<file path="config.mk">
export PLATFORM = sky130hd
export DESIGN_NAME = pwm_peripheral
export DESIGN_NICKNAME = d
export VERILOG_FILES = /design/src/rtl/pwm_peripheral.sv
export SDC_FILE = /design/constraint.sdc
export NUM_CORES = 1
export LEC_CHECK = 0
export ABC_CLOCK_PERIOD_IN_PS = 5300
export BUFFER_PORTS_ARGS = -buffer_cell sky130_fd_sc_hd__buf_4
export CAP_MARGIN = 25
export CORE_AREA = 2 2 69 65
export DETAILED_ROUTE_END_ITERATION = 12
export DIE_AREA = 0 0 71 67
export PLACE_DENSITY = 0.8
export REMOVE_ABC_BUFFERS = 1
export SLEW_MARGIN = 20
export SYNTH_ARGS = -nofsm -noshare
export SYNTH_HDL_FRONTEND = slang
export SYNTH_SLANG_ARGS = --single-unit
</file>
<file path="constraint.sdc">
create_clock -name clk -period 5.3 [get_ports clk]
set_clock_uncertainty 0.05 [all_clocks]
set_input_delay 0.265 -clock clk [delete_from_list [all_inputs] [get_ports clk]]
set_output_delay 0.265 -clock clk [all_outputs]
set_load 0.03 [all_outputs]
</file>
<file path="src/rtl/pwm_peripheral.sv">
// 16-channel PWM generator: one shared prescaled 8-bit period counter and a
// period-synchronous duty shadow, so each period carries a single duty value.
module pwm_peripheral #(
   parameter int unsigned PRESCALE = 13
) (
   input  logic        clk,
   input  logic        rst,
   input  logic [7:0]  en_reg_out_7_0,
   input  logic [7:0]  en_reg_out_15_8,
   input  logic [7:0]  en_reg_pwm_7_0,
   input  logic [7:0]  en_reg_pwm_15_8,
   input  logic [7:0]  pwm_duty_cycle,
   output logic [15:0] out,
   output logic        period_start
);

   localparam logic [15:0] PRE_LAST = 16'(PRESCALE - 1);

   logic [15:0] r_pre_cnt;
   logic [7:0]  r_pwm_cnt;
   logic [7:0]  r_duty_shadow;
   logic [15:0] r_out;
   logic        r_period_start;

   logic        w_tick;
   logic        w_boundary;
   logic        w_pwm_level;
   logic [15:0] w_en_out;
   logic [15:0] w_en_pwm;
   logic [15:0] w_out_next;

   assign w_tick     = (r_pre_cnt == PRE_LAST);
   assign w_boundary = w_tick && (r_pwm_cnt == 8'hFF);

   // 0xFF is pinned to full-on; a plain compare would leave one low count.
   assign w_pwm_level = (r_duty_shadow == 8'hFF) || (r_pwm_cnt < r_duty_shadow);

   assign w_en_out   = {en_reg_out_15_8, en_reg_out_7_0};
   assign w_en_pwm   = {en_reg_pwm_15_8, en_reg_pwm_7_0};
   assign w_out_next = w_en_out & (~w_en_pwm | {16{w_pwm_level}});

   always_ff @(posedge clk) begin
      if (rst) begin
         r_pre_cnt      <= '0;
         r_pwm_cnt      <= '0;
         r_duty_shadow  <= '0;
         r_out          <= '0;
         r_period_start <= 1'b0;
      end else begin
         r_pre_cnt      <= w_tick ? 16'd0 : r_pre_cnt + 16'd1;
         if (w_tick)
            r_pwm_cnt <= r_pwm_cnt + 8'd1;
         if (w_boundary)
            r_duty_shadow <= pwm_duty_cycle;
         r_out          <= w_out_next;
         r_period_start <= w_boundary;
      end
   end

   assign out          = r_out;
   assign period_start = r_period_start;

endmodule

</file>
==> metrics.txt <==
outcome=completed; Crit path largest cell delay=just over 0.6 ns; average size of a mapped cell=8.83 µm²; YS warnings=0; number of synthesized flops with an enable pin=0; post-DR wirelength/cell=~14 µm; Hold Crit Class=in2reg; PwrDens=roughly 250 nW/µm²; DP Wirelength=about 3.6 mm; Clock Tree Root=clkbuf_8; mux share of post-synthesis cell area=0.00514; Antenna Nets Post-Route=0; Clock Latency Late Sink=0.29 ns; Max transition margin=0.560; sequential share of the synthesized area=0.448; Tcrit/Tclk final=0.418; Seq cells post-synth=49; Antenna Cells=0; Initial Utilization=0.549; clock share of power=0.351; DR pass1 iterations=4; Worst Setup Start Kind=flip-flop; Distinct cells, synth=36; commonest non-fill, non-tap cell in the layout=buf_4; met3 Use GR=0.0454; hold_buf cts=0; DR vias=just under 2,000; Num CTS Buffers=5; ys async rst share=0; via/cell ratio=roughly 5.5; Global Route Usage Sum=0.210; Synth Instances=between 200 and 250; CP Data Arrival Time=2.32 ns; CTS H-tree lvls=2; Die Area=about 4800 µm²; CP max stage cell=or2b_1; first-pass GRT wire length=~7.9 mm; area grow syn2layout=25.5%; post-synthesis simple-gate area fraction=0.255; core area=roughly 4000 µm²; Max-cap violations=0; Fmax=roughly 450 MHz; die width=between 70 and 80 µm; pin count of the biggest net entering global routing=36; Max Root-Sink Buffers=2; compound-cell area share of the yosys netlist=0.133; CP Class=reg2reg; GRT Residual Overflow=0; CP endpoint kind=flip-flop; routability cong.=between 0.8 and 0.9; grt peak-use layer=met2; post-CTS setup buffers=0; PostCTS Resize Cnt=0; Buffers on Ports=58; Worst-path clk slew=approximately 0.08 ns; xor/xnor share of the synthesized area=0.0520; most frequent cells in the layout=59 x buf_4, 49 x dfxtp_1, 32 x a21oi_1; layout cells sized above 1=0.247; Nets=about 360; critical-path maximum fanout=21; TritonCTS clock tree=built; row cnt=22; Logic pwr share=0.088; initial drt markers=74; Setup violations, final=0; worst r2r path cells=6; # IOs=between 50 and 60; Worst Max-Slew Pin Slew=0.644 ns; Worst Hold Path Cells=2; CTS sink count=49; Fin. Hold Viols=0; largest family of logic cells by synthesized area=simple AND/OR/NAND/NOR gates; final core utilization=0.689; Post-Route WL=a little under 5 mm; VDD IR max=just over 200 µV; initial antenna violation count=0; Reg power frac=0.562; Die Y=about 67 µm; switch share=0.221; Tmin final=around 2.2 ns; met1 Usage GRT=0.262; DRC Markers=0; Net Sw Power=149 µW; vias in the first global route=approximately 1,800; Post-Synthesis Cell Area=~2200 µm²; Synth Flop Type=dfxtp_1; met2 Usage GRT=0.350; Static Leak=between 1 and 1.5 nW; unrepaired setup endpoints after global routing=false; Int Pwr=525 µW; Critical Path RT=5.41 ns; Synth Area in Adders=0.0571; setup TNS=0 ns; crit-path cells=inv_1 -> ha_1 -> nor4b_2 -> nand4_2 -> or2b_1 -> nor2_1; Max Slew Vio Count=0
-- state kept, by name (all words and copies together), names as in the netlist --
name and flops:
out 16, period_start 1, r_duty_shadow 8, r_pre_cnt 16, r_pwm_cnt 8
-- critical path, delay by kind of cell, from the launching register on --
family	cells	cell delay, ns
simple gates	4	1.45
fa+ha+maj	1	0.13
flops	1	0.37
buf+inv	1	0.08
-- logic make-up (layout without fill, tap and decap cells) --
family,count (synthesis),count (layout)
and+or+nand+nor,97,97
AOI/OAI and AO/OA,52,52
DFF,49,49
buffers and inverters,26,82
xor gates and xnor gates,13,13
adders and majority gates,10,10
muxes,1,1
-- metrics by stage --
stage / power (mW) / setup slack [ns] / std cells / hold WS (ns) / instance area [µm²]
after CTS: 0.681 / 3.08 / 351 / 0.0684 / 2740
after detailed placement: 0.447 / 3.11 / 343 / 0.389 / 2640
after floorplan: 0.410 / 3.09 / 237 / 0.284 / 2140
final: 0.674 / 3.09 / 352 / 0.0783 / 2750
after global placement: 0.446 / 3.20 / 343 / 0.386 / 2640
after global routing: 0.701 / 2.92 / 352 / 0.0604 / 2750
-- power by group through the flow --
stage | combinational (mW) | clock, mW | sequential (mW)
after floorplan | 0.0130 | 0 | 0.397
after global placement | 0.0588 | 0 | 0.387
after detailed placement | 0.0597 | 0 | 0.387
after CTS | 0.0597 | 0.242 | 0.379
after global routing | 0.0642 | 0.257 | 0.380
final | 0.0593 | 0.236 | 0.378
-- Yosys cell counts, types with 2 or more instances --
cell type,n,share of area
nor2_1,21,0.036
nor4_1,4,0.011
nand3_1,17,0.039
xor2_1,3,0.012
ha_1,10,0.057
a21oi_1,32,0.073
inv_1,15,0.026
nand2b_1,17,0.049
nand4_1,8,0.023
dfxtp_1,49,0.45
or2_2,2,0.0057
or4_1,5,0.017
buf_2,4,0.0091
clkbuf_1,6,0.010
nor3_1,4,0.0091
xnor2_1,10,0.040
o31ai_1,5,0.017
and4_1,2,0.0080
o21ai_0,9,0.021
nand2_1,9,0.015
-- routing by layer --
metal  vias up  part of all wire
met5         -                 0
met4         0             0.014
met3         7             0.037
met2        31              0.51
met1       924              0.44
li1        976                 -
-- final timing paths --
path / start / to / slack [ns]
worst min-delay path: en_reg_pwm_15_8[4] / out[12] / 0.08
worst max-delay path: r_pre_cnt[0] / r_pre_cnt[2] / 3.09
worst min register to register: r_duty_shadow[7] / r_duty_shadow[7] / 0.45
worst max register to register: r_pre_cnt[0] / r_pre_cnt[2] / 3.09
-- area by class of cell --
class | count | area [µm²]
Fill cell | 339 | 1240
Multi-Input combinational cell | 173 | 1110
Sequential cell | 49 | 981
Timing Repair Buffer | 59 | 443
Clock buffer | 7 | 96.3
Tap cell | 48 | 60.1
Inverter | 15 | 56.3
Clock inverter | 1 | 5.00
No activity file was read; power rests on OpenSTA's default activity.
